===== config.mk =====
export PLATFORM = sky130hd
export DESIGN_NAME = mem_access_unit
export DESIGN_NICKNAME = d
export VERILOG_FILES = /design/src/rtl/mem_access_unit.sv
export SDC_FILE = /design/constraint.sdc
export NUM_CORES = 1
export LEC_CHECK = 0
export CAP_MARGIN = 20
export CORE_MARGIN = 3
export CORE_UTILIZATION = 40
export DETAILED_ROUTE_END_ITERATION = 8
export PLACE_DENSITY = 0.78
export SETUP_SLACK_MARGIN = 0.02
export SLEW_MARGIN = 20
export SYNTH_ARGS = -nofsm -noshare
export SYNTH_HDL_FRONTEND = slang
export SYNTH_SLANG_ARGS = --single-unit

===== constraint.sdc =====
create_clock -name CLK -period 3.15 [get_ports CLK]
set_input_delay 0.945 -clock CLK [delete_from_list [all_inputs] [get_ports CLK]]
set_output_delay 0.945 -clock CLK [all_outputs]
set_load 0.05 [all_outputs]

===== src/rtl/mem_access_unit.sv =====
// Load/store sequencer between the CPU controller and a big-endian, word-port data memory.
// Optional macro MAU_RANGE_CHECK_EN: flag accesses beyond MEM_BYTES as errors instead of wrapping.
module mem_access_unit #(
  parameter int MEM_BYTES = 64,
  parameter int ADDR_W    = 32
) (
  input  logic              CLK,
  input  logic              Reset,
  input  logic              req_valid,
  output logic              req_ready,
  input  logic              req_write,
  input  logic [1:0]        req_size,
  input  logic              req_signed,
  input  logic [ADDR_W-1:0] req_addr,
  input  logic [31:0]       req_wdata,
  output logic              resp_valid,
  output logic [31:0]       resp_rdata,
  output logic              resp_err,
  output logic [ADDR_W-1:0] mem_addr,
  output logic [31:0]       mem_wdata,
  output logic              mem_rw,
  input  logic [31:0]       mem_rdata
);

  // state | meaning
  // IDLE  | waiting for a request, req_ready high
  // RD    | memory word being read (load, or first half of read-modify-write)
  // WR    | mem_rw high for this single cycle
  // DONE  | resp_valid pulse, response registers already updated
  typedef enum logic [1:0] {IDLE, RD, WR, DONE} state_t;

  state_t state, state_n;

  logic              wr_q;
  logic [1:0]        size_q;
  logic              sgn_q;
  logic [1:0]        off_q;
  logic [15:0]       wdata_q;

  logic [ADDR_W-1:0] waddr;
  logic [ADDR_W-1:0] bus_addr;
  logic [1:0]        req_off;
  logic              align_err;
  logic              range_err;
  logic              req_err;
  logic              word_store;

  assign waddr      = {req_addr[ADDR_W-1:2], 2'b00};
  assign req_off    = req_addr[1:0];
  assign word_store = req_write && (req_size == 2'b10);

  always_comb begin
    align_err = 1'b0;
    case (req_size)
      2'b01:   align_err = req_off[0];
      2'b10:   align_err = (req_off != 2'b00);
      2'b11:   align_err = 1'b1;
      default: align_err = 1'b0;
    endcase
  end

`ifdef MAU_RANGE_CHECK_EN
  logic [ADDR_W:0] waddr_top;
  assign waddr_top = {1'b0, waddr} + (ADDR_W+1)'(3);
  assign range_err = (waddr_top >= (ADDR_W+1)'(MEM_BYTES));
  assign bus_addr  = waddr;
`else
  localparam logic [ADDR_W-1:0] ADDR_MASK = ADDR_W'(MEM_BYTES - 1);
  // Out-of-range addresses wrap onto the physical memory.
  assign range_err = 1'b0;
  assign bus_addr  = waddr & ADDR_MASK;
`endif

  assign req_err = align_err | range_err;

  function automatic logic [31:0] lane_extract(input logic [31:0] w, input logic [1:0] size,
                                               input logic [1:0] off, input logic sgn);
    logic [7:0]  b;
    logic [15:0] h;
    logic [31:0] r;
    case (off)
      2'd0:    b = w[31:24];
      2'd1:    b = w[23:16];
      2'd2:    b = w[15:8];
      default: b = w[7:0];
    endcase
    h = off[1] ? w[15:0] : w[31:16];
    case (size)
      2'b00:   r = {{24{sgn & b[7]}}, b};
      2'b01:   r = {{16{sgn & h[15]}}, h};
      default: r = w;
    endcase
    return r;
  endfunction

  function automatic logic [31:0] lane_merge(input logic [31:0] w, input logic [1:0] size,
                                             input logic [1:0] off, input logic [15:0] d);
    logic [31:0] r;
    r = w;
    if (size == 2'b00) begin
      case (off)
        2'd0:    r[31:24] = d[7:0];
        2'd1:    r[23:16] = d[7:0];
        2'd2:    r[15:8]  = d[7:0];
        default: r[7:0]   = d[7:0];
      endcase
    end else if (off[1]) begin
      r[15:0] = d;
    end else begin
      r[31:16] = d;
    end
    return r;
  endfunction

  always_ff @(posedge CLK or posedge Reset) begin
    if (Reset) state <= IDLE;
    else       state <= state_n;
  end

  always_comb begin
    state_n = state;
    case (state)
      IDLE: begin
        if (req_valid) begin
          if (req_err)         state_n = DONE;
          else if (word_store) state_n = WR;
          else                 state_n = RD;
        end
      end
      RD:      state_n = wr_q ? WR : DONE;
      WR:      state_n = DONE;
      DONE:    state_n = IDLE;
      default: state_n = IDLE;
    endcase
  end

  assign req_ready  = (state == IDLE);
  assign resp_valid = (state == DONE);

  // mem_addr/mem_wdata only move on edges entering RD or WR, never when mem_rw falls,
  // because the memory writes on any input change while mem_rw is high.
  always_ff @(posedge CLK or posedge Reset) begin
    if (Reset) begin
      wr_q       <= 1'b0;
      size_q     <= 2'b00;
      sgn_q      <= 1'b0;
      off_q      <= 2'b00;
      wdata_q    <= 16'h0000;
      resp_rdata <= 32'h0000_0000;
      resp_err   <= 1'b0;
      mem_addr   <= '0;
      mem_wdata  <= 32'h0000_0000;
      mem_rw     <= 1'b0;
    end else begin
      case (state)
        IDLE: begin
          if (req_valid) begin
            wr_q    <= req_write;
            size_q  <= req_size;
            sgn_q   <= req_signed;
            off_q   <= req_off;
            wdata_q <= req_wdata[15:0];
            if (req_err) begin
              resp_rdata <= 32'h0000_0000;
              resp_err   <= 1'b1;
            end else begin
              mem_addr <= bus_addr;
              if (word_store) begin
                mem_wdata <= req_wdata;
                mem_rw    <= 1'b1;
              end
            end
          end
        end
        RD: begin
          if (wr_q) begin
            mem_wdata <= lane_merge(mem_rdata, size_q, off_q, wdata_q);
            mem_rw    <= 1'b1;
          end else begin
            resp_rdata <= lane_extract(mem_rdata, size_q, off_q, sgn_q);
            resp_err   <= 1'b0;
          end
        end
        WR: begin
          mem_rw     <= 1'b0;
          resp_rdata <= 32'h0000_0000;
          resp_err   <= 1'b0;
        end
        default: begin
        end
      endcase
    end
  end

endmodule


### Yosys cells after proc, flatten, opt, wreduce, memory -nomap -nowiden

Index checks and enable logic that the tools add are counted.

* bits in registers: 94
* input bits: 103
* output and inout port bits: 100
* word-level logic and storage cells: 78

* equality and inequality tests: 15
* multiplexer cells: 36
* bitwise operators: 3
* reductions and logical operators: 13

Operators by type and width (count)
* $mux W32: 8
* $pmux W32 S2: 2
* $pmux W32 S3: 1
* $mux W16: 3
* $mux W8: 6
* $pmux W8 S3: 1
* $eq A2 B2 Y1 const B: 5
* $reduce_and A5 Y1: 2
* $pmux W1 S3: 3
* $eq A2 B1 Y1 const B: 4
* $mux W1: 8
* $ne A2 B2 Y1 const B: 4
* $pmux W2 S4: 1
* $logic_not A2 Y1: 3
* $mux W2: 3
* $ne A2 B1 Y1 const B: 2
* $reduce_and A4 Y1: 1
* $reduce_bool A2 Y1: 2
* $reduce_and A3 Y1: 1
* $reduce_bool A3 Y1: 1
* $reduce_or A3 Y1: 1
* $and A1 B1 Y1: 2
* $reduce_and A2 Y1: 1
* $logic_and A1 B1 Y1: 1
* $not A1 Y1: 1

### Logic depth before layout (Yosys ltp)

* word-level depth: 8
* gate-level depth with buffers: 10

### Worst setup path before layout

OpenSTA, ideal clock, no wires.

* kind: flip-flop to flip-flop
* start point: reg state[0]
* end point: reg mem_wdata[7]
* library setup time: 0.125 ns
* arrival time: 2.144 ns
* data required time: 3.025 ns
* slack: 0.881 ns
* cell stages (with the launch flop): 10
* clock period less this slack: 2.269 ns
* cells stage by stage: dfrtp_1 -> inv_1 -> ha_1 -> buf_6 -> and2_4 -> buf_6 -> a41o_1 -> and2_1 -> buf_6 -> mux2_4

* word-level cells in the longest chain between the ends: 3

RTL lines
* from (decl): RTL line 32 `state_t state, state_n;`
* from (signal assigned): RTL line 117 `else state <= state_n;`
* $logic_not A2 Y1 *
* named net req_ready: RTL line 10 `output logic req_ready,`
* $ne A2 B1 Y1 (no source line) (tied with other cells)
* $reduce_and A5 Y1 (no source line)
* to (signal assigned): RTL line 169 `mem_wdata <= req_wdata;`
* to (signal assigned): RTL line 177 `mem_wdata <= lane_merge(mem_rdata, size_q, off_q, wdata_q);`
* to (decl): RTL line 20 `output logic [31:0] mem_wdata,`

Mark *: on every way through the listed nets, which the timed path passes. The rest lies on a longest branch.
A chain may end at the register's enable or synchronous reset.

### Final worst setup path

* start point: reg state[0]
* end point: out resp_valid

* word-level cells in the longest chain between the ends: 1

RTL lines
* $eq A2 B2 Y1: RTL line 138 `assign resp_valid = (state == DONE);`
* to (decl): RTL line 16 `output logic resp_valid,`

No other way between the ends.

==> flow_metrics.tcl <==
set metrics [dict create \
    floorplan.initialDensity 0.414 \
    met3_usage 0.0476 \
    p_switching_mw 4.39 \
    place_inst 819 \
    postRouteAntennaNets 0 \
    track_usage 0.226 \
    cts_sinks 94 \
    clk_pin_slew_ns 0.06 \
    cellPowerDensity_nw_per_um2 1230 \
    slew_violations 0 \
    dr_total_vias 4702 \
    synthSimpleGateAreaFrac 0.119 \
    ctsHtreeMaxLevel 3 \
    dieArea_sq_um 14700 \
    timing.rr.start "off_q[1]$_DFFE_PP0P_" \
    numCtsBuffers 9 \
    postSynth.asyncResetShare 1.00 \
    worstSetupPathType "reg -> out" \
    syn_inst 534 \
    rrSetupSlack_ns 0.84 \
    netlist_area_sq_um 5310 \
    status "finished, final reports clean" \
    layout-drive-gt1-share 0.115 \
    slowest_delay_ns 0.83 \
    synth_flop_cell "dfrtp_1" \
    ys_types 46 \
    synth_compound_area_frac 0.248 \
    rows 41 \
    grt_pass1_wl_um 25500 \
    grt-ovfl-total 0 \
    grt.busiest_layer "met2" \
    crit_end "resp_valid" \
    sequentialPowerShare 0.264 \
    cp_num_cells 2 \
    yosys.area.top_type "dfrtp_1" \
    comb_power_share 0.623 \
    drv_cap 0 \
    crit_buf_inv 1 \
    layout.cells.non_filler 833 \
    ys_warn_count 0 \
    fin_util 0.552 \
    die_w_um 121 \
    period_needed_ns 2.77 \
    portBuffers 148 \
    setup-tns-final_ns 0 \
    grt_pass1_vias 4559 \
    reg2regPathDepth 4 \
    synth_top_cell_area_share 0.443 \
    clk_path_buf_depth 2 \
    die-height_um 121 \
    num-fill-cells 1110 \
    yosys-mux-area-fraction 0.0881 \
    antenna_cells 0 \
    io_pins 203 \
    slowest_stage "clkdlybuf4s50_1" \
    slew_headroom 0.402 \
    avgViaCountPerCell 5.64 \
    ys_top_cells_by_area "dfrtp_1 44%, mux2_2 7.2%, nand2b_1 5.5%" \
    areaGrowthSynthToFinish_pct 33.3 \
    synth-seq-cells 94 \
    p_sw_frac 0.505 \
    hold_viol 0 \
    grt_max_degree 77 \
    vdd_drop_max_mv 0.778 \
    hold_class "reg -> reg" \
    mostFrequentLayoutCells "147 x clkdlybuf4s50_1, 94 x dfrtp_1, 47 x nand2b_1, 45 x a31oi_1, 37 x a21oi_1" \
    initialDrtViolationCount 426 \
    routed_wl_um 16500 \
    synth_top_family_by_area "compound AO/OA/AOI/OAI gates" \
    root_buffer "clkbuf_16" \
    use_met2 0.339 \
    arrival_ns 1.83 \
    power_mw 8.70 \
    seq_area_frac_synth 0.443 \
    worst_setup_path_start_kind "flop" \
    skew_ns 0.00531 \
    crit_fanout 4 \
    leakagePower_nw 2.88 \
    cts_setup_buffers 0 \
    cts_tree "built" \
    layout_commonest_cell "clkdlybuf4s50_1" \
    clkPwrFrac 0.113 \
    critPathRequiredTime_ns 2.20 \
    crit_family "buffers and inverters" \
    synth_edf_count 0 \
    internal-power_mw 4.31 \
    finalSetupViolations 0 \
    post-dp-hpwl_um 12500 \
    drtPass1Iterations 5 \
    final.period_utilization 0.881 \
    synth_xor_area_frac 0 \
    synth.avg_cell_area_sq_um 9.95 \
    worstPathCellList "ha_1, clkdlybuf4s50_1" \
    drc 0 \
    tightest_slew_ns 0.894 \
    crit_start "state[0]$_DFFE_PP0N_" \
    use_met1 0.320 \
    endpoint_kind "output pin" \
    gp_congestion 0.940 \
    clkLatencyLatePin_ns 0.35 \
    synthAdderAreaFrac 0.00942 \
    detail_route.wl_per_cell_um 19.8 \
    max_freq_mhz 360 \
    antenna_found_initial 0 \
    fin_nets 765 \
    r2r_end "mem_wdata[24]$_DFFE_PP0P_" \
    core_sq_um 12800 \
    hold_buffers 0 \
    grt_setup_unrepaired "false" \
]
state kept, by name, indices dropped and copies added (netlist names):
name,count
mem_addr,4
mem_rw,1
off_q,2
state,2
wdata_q,16
resp_rdata,32
sgn_q,1
resp_err,1
wr_q,1
mem_wdata,32
size_q,2
kinds of logic (layout without fill, tap and decap cells):
group,Yosys count,after routing
DFF,94,94
and+or+nand+nor,118,118
AOI/OAI and AO/OA,192,192
muxes,42,42
adders and majority gates,4,4
other,1,28
buffers and inverters,83,183
tightest hold or removal path, stage by stage, from the launching register on:
cell and delay [ns]:
dfrtp_1 0.34, nand2_1 0.05, o21ai_0 0.06
per-stage QoR:
step,hold slack (ns),instance area [sq um],setup WS [ns]
floorplan,0.474,5420,0.881
global placement,0.470,6820,0.119
detailed placement,0.487,6820,0.0701
CTS,0.501,7070,0.0676
global route,0.517,7080,0.238
finish,0.490,7080,0.376
final cells by class:
cell class | count | area (sq um) | area share
clock inverters | 2 | 10.0 | 0.00141
multi-input cells | 384 | 2590 | 0.366
well taps | 172 | 215 | 0.0304
clock buffers | 12 | 246 | 0.0348
repair buffers | 162 | 1640 | 0.231
flip-flops and latches | 94 | 2350 | 0.332
inverters | 7 | 30.0 | 0.00424
what timing repair did:
| item | 4_1_cts | 5_1_grt |
|---|---|---|
| hold endpoints to repair | 0 | 0 |
| setup endpoints to repair | 0 | 1 |
| gates resized for setup | 0 | 1 |
worst min-delay path by stage:
stage               cells past startpoint  slack [ns]                       from                   endpoint
floorplan                               1        0.47    wdata_q[15]$_DFFE_PP0P_    wdata_q[15]$_DFFE_PP0P_
global placement                        2        0.47       resp_err$_DFFE_PP0P_       resp_err$_DFFE_PP0P_
CTS                                     2        0.50       resp_err$_DFFE_PP0P_       resp_err$_DFFE_PP0P_
global route                            1        0.52  resp_rdata[3]$_DFFE_PP0P_  resp_rdata[3]$_DFFE_PP0P_
detailed placement                      2        0.49       resp_err$_DFFE_PP0P_       resp_err$_DFFE_PP0P_
finish                                  2        0.49       resp_err$_DFFE_PP0P_       resp_err$_DFFE_PP0P_
cell usage after synthesis (2+ instances only):
cell type   n
buf_6       7
clkbuf_1   27
a21oi_1    37
ha_1        4
a31o_2      2
o21ai_0    32
mux2i_1     7
mux2_2     34
a2bb2oi_1   7
o21a_1      3
buf_1       2
or2_2       4
a22o_1     29
a41o_1      3
buf_2      11
a21boi_0    2
a32o_1      2
buf_4      29
or3b_2      2
a22oi_1     2
o221ai_1   16
inv_1       7
nor2b_1     4
o211ai_1    3
nand3_1     5
nor3_1     12
nand2_1    19
a21o_1      3
nand2b_1   47
dfrtp_1    94
a31oi_1    45
nor2_1     18
or3_1       2
power groups by stage:
| stage | Clock, mW | Combinational, mW | Sequential, mW |
|---|---|---|---|
| 2_1_floorplan | 0 | 2.47 | 3.58 |
| 3_3_place_gp | 0 | 5.31 | 2.28 |
| 3_5_place_dp | 0 | 5.40 | 2.30 |
| 4_1_cts | 1.00 | 5.42 | 2.29 |
| 5_1_grt | 1.05 | 5.78 | 2.37 |
| 6_report | 0.986 | 5.42 | 2.30 |
per-layer routing:
| metal | vias up | part of all wire | routed length, um |
|---|---|---|---|
| met4 | 0 | 0.032 | 533 |
| met1 | 2244 | 0.43 | 7100 |
| li1 | 2166 | - | - |
| met3 | 47 | 0.082 | 1360 |
| met5 | - | 0 | 0 |
| met2 | 245 | 0.46 | 7520 |
No activity file was read; power rests on OpenSTA's default activity.
